<file path="config.mk">
export PLATFORM = sky130hd
export DESIGN_NAME = uart_mmio_fifo_flat
export DESIGN_NICKNAME = d
export VERILOG_FILES = /design/src/rtl/uart_mmio_fifo_if.sv /design/src/rtl/uart_mmio_fifo.sv /design/src/flat_wrapper.sv
export SDC_FILE = /design/constraint.sdc
export NUM_CORES = 1
export LEC_CHECK = 0
export CORE_MARGIN = 8
export CORE_UTILIZATION = 39
export CTS_CLUSTER_DIAMETER = 120
export CTS_CLUSTER_SIZE = 20
export DETAILED_ROUTE_END_ITERATION = 16
export SLEW_MARGIN = 10
export SYNTH_ARGS = -nofsm -noshare
export SYNTH_HDL_FRONTEND = slang
export SYNTH_SLANG_ARGS = --single-unit
</file>
<file path="constraint.sdc">
create_clock -name clk -period 3.73 [get_ports clk]
set_clock_uncertainty 0.1 [all_clocks]
set_input_delay 0.5595 -clock clk [delete_from_list [all_inputs] [get_ports clk]]
set_output_delay 0.5595 -clock clk [all_outputs]
set_load 0.005 [all_outputs]
</file>
<file path="src/rtl/uart_mmio_fifo_if.sv">
// CPU data-bus bundle between the bus master and the UART MMIO front end.
interface uart_mmio_fifo_if;
    logic [31:0] addr;
    logic [31:0] din;
    logic [31:0] dout;
    logic        we_n;
    logic        oe_n;

    modport master (output addr, output din, output we_n, output oe_n, input dout);
    modport slave  (input addr, input din, input we_n, input oe_n, output dout);
endinterface

</file>
<file path="src/rtl/uart_mmio_fifo.sv">
// Memory-mapped UART front end: RX/TX byte FIFOs, sticky error/status, irq enables
// and the four-state transmit handshake.
//   state   | meaning
//   S_IDLE  | waiting for a queued byte while the transmitter is free
//   S_START | one-cycle uart_start pulse with uart_tx loaded
//   S_ACK   | waiting for uart_busy to rise, bounded by the terminal-count timer
//   S_DONE  | waiting for uart_busy to fall
module uart_mmio_fifo #(
    parameter logic [31:0] DATA_ADDR = 32'hbfd003f8,
    parameter logic [31:0] STAT_ADDR = 32'hbfd003fc,
    parameter logic [31:0] CTRL_ADDR = 32'hbfd00400,
    parameter int unsigned RX_AW     = 4,
    parameter int unsigned TX_AW     = 4
) (
    input  logic                   clk,
    input  logic                   rst_n,
    uart_mmio_fifo_if.slave        bus,
    input  logic                   uart_ready,
    input  logic [7:0]             uart_rx,
    output logic                   uart_clear,
    input  logic                   uart_busy,
    output logic [7:0]             uart_tx,
    output logic                   uart_start,
    output logic                   irq
);
    typedef enum logic [1:0] {S_IDLE, S_START, S_ACK, S_DONE} tx_state_e;

    localparam logic [RX_AW:0] RX_FULL = {1'b1, {RX_AW{1'b0}}};
    localparam logic [TX_AW:0] TX_FULL = {1'b1, {TX_AW{1'b0}}};
    localparam logic [RX_AW:0] RX_ONE  = {{RX_AW{1'b0}}, 1'b1};
    localparam logic [TX_AW:0] TX_ONE  = {{TX_AW{1'b0}}, 1'b1};
    // ACK lasts 15 cycles: load 14 and leave on terminal count 0
    localparam logic [3:0]     ACK_TC_LOAD = 4'd14;

    logic [7:0]     rx_mem_q [0:(1 << RX_AW) - 1];
    logic [7:0]     tx_mem_q [0:(1 << TX_AW) - 1];
    logic [RX_AW:0] rx_head_q, rx_rear_q, rx_cnt;
    logic [TX_AW:0] tx_head_q, tx_rear_q, tx_cnt;
    logic           rx_empty, rx_full, tx_empty, tx_full, tx_idle;
    logic           rd, wr, sel_data, sel_stat, sel_ctrl, stat_wr;
    logic           rx_pop, rx_push, rx_ovf_set, rx_udf_set, tx_push, tx_ovf_set, tx_pop;
    logic           rx_ovf_q, rx_ovf_d, rx_udf_q, rx_udf_d, tx_ovf_q, tx_ovf_d;
    logic           rx_ie_q, tx_ie_q, irq_q, irq_d;
    tx_state_e      state_q, state_d;
    logic [3:0]     ack_cnt_q, ack_cnt_d;
    logic [7:0]     uart_tx_q, uart_tx_d;
    logic [7:0]     rx_head_byte, tx_head_byte;
    logic           unused_din;

    assign unused_din   = ^bus.din[31:8];
    assign rx_cnt       = rx_rear_q - rx_head_q;
    assign tx_cnt       = tx_rear_q - tx_head_q;
    assign rx_empty     = (rx_cnt == '0);
    assign tx_empty     = (tx_cnt == '0);
    assign rx_full      = (rx_cnt == RX_FULL);
    assign tx_full      = (tx_cnt == TX_FULL);
    assign tx_idle      = tx_empty & (state_q == S_IDLE);
    assign rx_head_byte = rx_mem_q[rx_head_q[RX_AW-1:0]];
    assign tx_head_byte = tx_mem_q[tx_head_q[TX_AW-1:0]];

    assign rd       = ~bus.oe_n & bus.we_n;
    assign wr       = ~bus.we_n;
    assign sel_data = (bus.addr == DATA_ADDR);
    assign sel_stat = (bus.addr == STAT_ADDR);
    assign sel_ctrl = (bus.addr == CTRL_ADDR);
    assign stat_wr  = wr & sel_stat;

    // a pop frees the head slot in the same cycle, so a full RX still accepts the push
    assign rx_pop     = rd & sel_data & ~rx_empty;
    assign rx_udf_set = rd & sel_data & rx_empty;
    assign rx_push    = uart_ready & (~rx_full | rx_pop);
    assign rx_ovf_set = uart_ready & rx_full & ~rx_pop;
    assign tx_push    = wr & sel_data & ~tx_full;
    assign tx_ovf_set = wr & sel_data & tx_full;

    assign rx_ovf_d = (rx_ovf_q & ~(stat_wr & bus.din[3])) | rx_ovf_set;
    assign rx_udf_d = (rx_udf_q & ~(stat_wr & bus.din[4])) | rx_udf_set;
    assign tx_ovf_d = (tx_ovf_q & ~(stat_wr & bus.din[5])) | tx_ovf_set;
    assign irq_d    = (rx_ie_q & ~rx_empty) | (tx_ie_q & tx_idle) | rx_ovf_q | tx_ovf_q;

    assign uart_clear = uart_ready;
    assign uart_start = (state_q == S_START);
    assign uart_tx    = uart_tx_q;
    assign irq        = irq_q;

    always_comb begin
        bus.dout = '0;
        if (rd) begin
            if (sel_data) begin
                bus.dout = {24'h0, rx_empty ? 8'h00 : rx_head_byte};
            end else if (sel_stat) begin
                bus.dout = {8'h00, 8'(rx_cnt), 8'(tx_cnt), 2'b00, tx_ovf_q, rx_udf_q,
                            rx_ovf_q, tx_idle, ~rx_empty, ~tx_full};
            end else if (sel_ctrl) begin
                bus.dout = {30'h0, tx_ie_q, rx_ie_q};
            end
        end
    end

    always_comb begin
        state_d   = state_q;
        ack_cnt_d = ack_cnt_q;
        uart_tx_d = uart_tx_q;
        tx_pop    = 1'b0;
        case (state_q)
            S_IDLE: begin
                if (!tx_empty && !uart_busy) begin
                    tx_pop    = 1'b1;
                    uart_tx_d = tx_head_byte;
                    state_d   = S_START;
                end
            end
            S_START: begin
                ack_cnt_d = ACK_TC_LOAD;
                state_d   = S_ACK;
            end
            S_ACK: begin
                if (uart_busy) begin
                    state_d = S_DONE;
                end else if (ack_cnt_q == 4'd0) begin
                    state_d = S_IDLE;
                end else begin
                    ack_cnt_d = ack_cnt_q - 4'd1;
                end
            end
            S_DONE: begin
                if (!uart_busy) begin
                    state_d = S_IDLE;
                end
            end
            default: state_d = S_IDLE;
        endcase
    end

    always_ff @(posedge clk) begin
        if (rx_push) begin
            rx_mem_q[rx_rear_q[RX_AW-1:0]] <= uart_rx;
        end
        if (tx_push) begin
            tx_mem_q[tx_rear_q[TX_AW-1:0]] <= bus.din[7:0];
        end
    end

    always_ff @(posedge clk or negedge rst_n) begin
        if (!rst_n) begin
            rx_head_q <= '0;
            rx_rear_q <= '0;
            tx_head_q <= '0;
            tx_rear_q <= '0;
            rx_ovf_q  <= 1'b0;
            rx_udf_q  <= 1'b0;
            tx_ovf_q  <= 1'b0;
            rx_ie_q   <= 1'b0;
            tx_ie_q   <= 1'b0;
            irq_q     <= 1'b0;
            state_q   <= S_IDLE;
            ack_cnt_q <= '0;
            uart_tx_q <= '0;
        end else begin
            if (rx_pop)  rx_head_q <= rx_head_q + RX_ONE;
            if (rx_push) rx_rear_q <= rx_rear_q + RX_ONE;
            if (tx_pop)  tx_head_q <= tx_head_q + TX_ONE;
            if (tx_push) tx_rear_q <= tx_rear_q + TX_ONE;
            rx_ovf_q  <= rx_ovf_d;
            rx_udf_q  <= rx_udf_d;
            tx_ovf_q  <= tx_ovf_d;
            if (wr && sel_ctrl) begin
                tx_ie_q <= bus.din[1];
                rx_ie_q <= bus.din[0];
            end
            irq_q     <= irq_d;
            state_q   <= state_d;
            ack_cnt_q <= ack_cnt_d;
            uart_tx_q <= uart_tx_d;
        end
    end
endmodule

</file>
<file path="src/flat_wrapper.sv">
// flat-port wrapper written by rule: the top's interface ports become plain ports
module uart_mmio_fifo_flat 
#(
    parameter logic [31:0] DATA_ADDR = 32'hbfd003f8,
    parameter logic [31:0] STAT_ADDR = 32'hbfd003fc,
    parameter logic [31:0] CTRL_ADDR = 32'hbfd00400,
    parameter int unsigned RX_AW     = 4,
    parameter int unsigned TX_AW     = 4
)
  (clk, rst_n, uart_ready, uart_rx, uart_clear, uart_busy, uart_tx, uart_start, irq, bus_addr, bus_din, bus_we_n, bus_oe_n, bus_dout);
  uart_mmio_fifo_if bus_i ();
  input  logic clk;
  input  logic rst_n;
  input  logic uart_ready;
  input  logic [7:0] uart_rx;
  output logic uart_clear;
  input  logic uart_busy;
  output logic [7:0] uart_tx;
  output logic uart_start;
  output logic irq;
  input wire logic [$bits(bus_i.addr)-1:0] bus_addr;
  input wire logic [$bits(bus_i.din)-1:0] bus_din;
  input wire logic [$bits(bus_i.we_n)-1:0] bus_we_n;
  input wire logic [$bits(bus_i.oe_n)-1:0] bus_oe_n;
  output wire logic [$bits(bus_i.dout)-1:0] bus_dout;
  assign bus_i.addr = bus_addr;
  assign bus_i.din = bus_din;
  assign bus_i.we_n = bus_we_n;
  assign bus_i.oe_n = bus_oe_n;
  assign bus_dout = bus_i.dout;
  uart_mmio_fifo #(.DATA_ADDR(DATA_ADDR), .STAT_ADDR(STAT_ADDR), .CTRL_ADDR(CTRL_ADDR), .RX_AW(RX_AW), .TX_AW(TX_AW)) u_core (.clk(clk), .rst_n(rst_n), .bus(bus_i), .uart_ready(uart_ready), .uart_rx(uart_rx), .uart_clear(uart_clear), .uart_busy(uart_busy), .uart_tx(uart_tx), .uart_start(uart_start), .irq(irq));
endmodule
</file>
==> reports/metrics.csv <==
stage;metric;value;unit
sta;Slew Limit Fails;0;
die;Starting Density;39.7;%
global_route;initial antenna violation count;0;
worst_setup_path;Crit Path Class;input pin to output port;
global_route;Global Route met2 Usage;26.4;%
placed_design;Port Buf Inserts;82;
logic_synthesis;Post-synth EDFFs;256;
global_route;largest net degree at the start of global routing;36;
detailed_routing;Initial DRC Count;398;
logic_synthesis;#FFs+latches synth;296;
clock_network;Clk pin slew, worst setup/hold paths;0.08;ns
worst_setup_path;critical path's slowest cell;or4_4;
sta;final worst slack;0.104;ns
logic_synthesis;Synth Instances;684;
placed_design;Post-DP HPWL;18700;um
pwr;Peak VDD IR;0.000341;V
clock_network;clock latency on the worst-skew pair;0.50;ns
worst_setup_path;CP top delay family;buffers and inverters;
outcome;status;complete, no violations;
logic_synthesis;Top FF cell, synth;edfxtp_1;
worst_setup_path;Crit. End Element;output port;
cells_and_area;Non-Filler Instances;1250;
detailed_routing;drt wl/cell;21.7;um
cells_and_area;ANT cells;0;
pwr;Tot Pwr;8.25;mW
logic_synthesis;post-synth top area share;61.2;%
clock_network;clock root buffer;clkbuf_16;
clock_network;TritonCTS buffer count;18;
cells_and_area;final core utilization;48.2;%
global_route;vias in the first global route;7252;
detailed_routing;vias post-DR;6620;
worst_setup_path;Buf/Inv on CP;4;
detailed_routing;Vias per Instance;5.30;
pwr;Cell Pwr Density;541;nW/um2
clock_network;H-tree depth;1;
detailed_routing;final WL;27100;um
logic_synthesis;Netlist cell types;54;
worst_setup_path;slowest stage delay, CP;0.57;ns
sta;Setup Viol. Count Final;0;
sta;final hold violation count;0;
worst_setup_path;CP arrival;2.97;ns
logic_synthesis;Synth area leader;edfxtp_1;
detailed_routing;DRT antenna net count;0;
logic_synthesis;Area contributors post-synth;edfxtp_1 61%, mux4_2 14%, dfrtp_1 8.0%;
clock_network;clk buf depth;3;
global_route;GR peak layer;met2;
placed_design;# placed instances;1202;
detailed_routing;Pre-antenna DRT Iters;5;
sta;min cycle time layout;3.63;ns
die;Ports;121;
detailed_routing;DRC;0;
sta;slew margin rel.;46.6;%
global_route;met1 global-route usage;17.1;%
logic_synthesis;Mapped Avg Cell Area;18.4;um2
logic_synthesis;sequential share of the synthesized area;69.2;%
cells_and_area;layout cells sized above 1;26.9;%
worst_setup_path;Critical Path Fanout Max;8;
run;MaxCap Viol Count;0;
die;Die X;195;um
global_route;routing usage on met3;1.63;%
die;die area;38200;um2
clock_network;CTS tree;yes;
placed_design;global placer's final weighted congestion;0.794;
sta;fin crit share;97.2;%
sta;setup TNS;0;ns
global_route;total gr overflow;0;
pwr;LEAKAGE;5.29;nW
die;Placeable Area;31600;um2
sta;worst slew pin tran;0.801;ns
clock_network;clk sinks;296;
worst_setup_path;CP cell instances;clkdlybuf4s50_1 -> or4_4 -> nor4_4 -> and2_4 -> buf_4 -> nand3_1 -> buf_4 -> nor2_1 -> clkdlybuf4s50_1;
logic_synthesis;Yosys Warn Count;0;
clock_network;hold_buf cts;0;
sta;Max Fclk;276;MHz
worst_setup_path;startpoint types;input pin;
worst_hold_path;Worst Hold Class;input pin to asynchronous set/reset pin;
logic_synthesis;post-synthesis cell area;12600;um2
logic_synthesis;asr flop ratio synth;13.5;%
global_route;first-pass GRT wire length;42300;um
die;FP Rows;65;
cells_and_area;area added between synthesis and finish;21.5;%
global_route;Global Route Usage Sum;14.1;%
placed_design;Setup Slack @ Placement;-0.210;ns
worst_setup_path;CP Data Required Time;3.07;ns
die;Die Y;195;um
cells_and_area;final net count;935;
-- cells in the final DEF, fill, tap and decap left out, types with 3 or more instances in the layout --
master	n
nor3_1	9
nand4_1	8
nand4b_1	4
and4_1	3
buf_12	20
nand2b_1	4
clkdlybuf4s50_1	68
mux2_2	13
dlymetal6s2s_1	8
clkbuf_16	20
nand3_1	11
clkbuf_1	12
nand2_1	30
nor4_1	7
o31ai_1	3
buf_4	59
conb_1	14
nor2_1	23
nor2b_1	4
ha_1	18
a21oi_1	12
o21ai_0	4
xor2_1	5
mux4_2	79
edfxtp_1	256
and2_1	16
dfrtp_2	3
nor4_4	3
dfrtp_1	37
nor3b_1	6
xnor2_1	18
inv_1	16
-- layout make-up --
type | count | area [um2]
Clock buffer | 32 | 546
Timing Repair Buffer | 163 | 1720
Fill cell | 2579 | 16400
Multi-Input combinational cell | 339 | 3730
Sequential cell | 296 | 8690
Inverter | 18 | 67.6
Tap cell | 402 | 503
-- per-stage QoR --
stage          instance area [um2]  hold slack (ns)
2_1_floorplan                12600            0.164
3_3_place_gp                 14400            0.373
3_5_place_dp                 14400            0.382
4_1_cts                      15200           0.0432
5_1_grt                      15300           0.0645
6_report                     15300           0.0291
-- report_power, final --
group | switching [mW] | internal, mW
Clock | 1.01 | 1.00
Combinational | 1.08 | 1.11
Sequential | 0.168 | 3.88
Total | 2.26 | 5.99
-- kinds of logic (layout without fill, tap and decap cells) --
group / after synthesis / in the layout / synth area share, %
and+or+nand+nor: 153 / 153 / 7.16
buffers and inverters: 62 / 213 / 2.41
AOI/OAI and AO/OA: 32 / 32 / 1.75
other: 1 / 14 / 0.0299
adders and majority gates: 21 / 21 / 2.21
xor gates and xnor gates: 25 / 25 / 1.74
muxes: 94 / 94 / 15.5
DFF: 296 / 296 / 69.2
-- layer usage --
| layer | up-vias | wire [um] |
|---|---|---|
| met4 | 0 | 484 |
| li1 | 2987 | - |
| met5 | - | 0 |
| met3 | 31 | 730 |
| met1 | 3487 | 11000 |
| met2 | 115 | 14900 |
-- synth_stat cells (3+ instances only) --
library cell and number:
edfxtp_1 256, mux4_2 79, dfrtp_1 40, nand2_1 31, nor2_1 24, clkbuf_1 19
ha_1 19, xnor2_1 18, inv_1 17, and2_1 16, buf_4 15, a21oi_1 13
mux2_2 13, nand3_1 11, nor3_1 9, nor4_1 9, nand4_1 8, xor2_1 7
nor3b_1 6, buf_2 5, nand2b_1 5, o21ai_0 5, and3_1 4, buf_1 4
nand4b_1 4, nor2b_1 4, o31ai_1 4, and4_1 3, or3_1 3
-- worst register-to-register path, delay by kind of cell, from the launching register on --
family	cells	cell delay, ns
fa+ha+maj	2	0.61
simple gates	2	0.21
buf+inv	4	0.74
flops	1	0.35
xor+xnor	1	0.12
compound gates	2	0.77
-- registers in the layout, indices dropped and copies added, names as in the netlist --
name              flops
u_core.ack_cnt_q      4
u_core.irq            1
u_core.rx_head_q      5
u_core.rx_ie_q        1
u_core.rx_mem_q     128
u_core.rx_ovf_q       1
u_core.rx_rear_q      5
u_core.rx_udf_q       1
u_core.state_q        2
u_core.tx_head_q      5
u_core.tx_ie_q        1
u_core.tx_mem_q     128
u_core.tx_ovf_q       1
u_core.tx_rear_q      5
u_core.uart_tx        8
-- final timing paths --
path	start	endpoint	slack, ns	cells after the start
max in group asynchronous	rst_n	u_core.rx_head_q[0]	2.80	2
hold / removal	rst_n	u_core.uart_tx[2]	0.03	1
hold reg to reg	u_core.tx_rear_q[4]	u_core.tx_rear_q[4]	0.40	1
setup reg to reg	u_core.rx_rear_q[0]	u_core.rx_mem_q[11][4]	0.57	11
setup / recovery	bus_addr[13]	bus_dout[9]	0.10	9
min in group clk	u_core.tx_rear_q[4]	u_core.tx_rear_q[4]	0.40	1
-- timing repair --
action | in CTS | in global routing
pin swaps | 5 | 4
gates resized for setup | 22 | 22
gates cloned | 1 | 0
endpoints found under the setup margin | 18 | 16
setup buffers | 13 | 2
(Power assumes the default switching activity.)
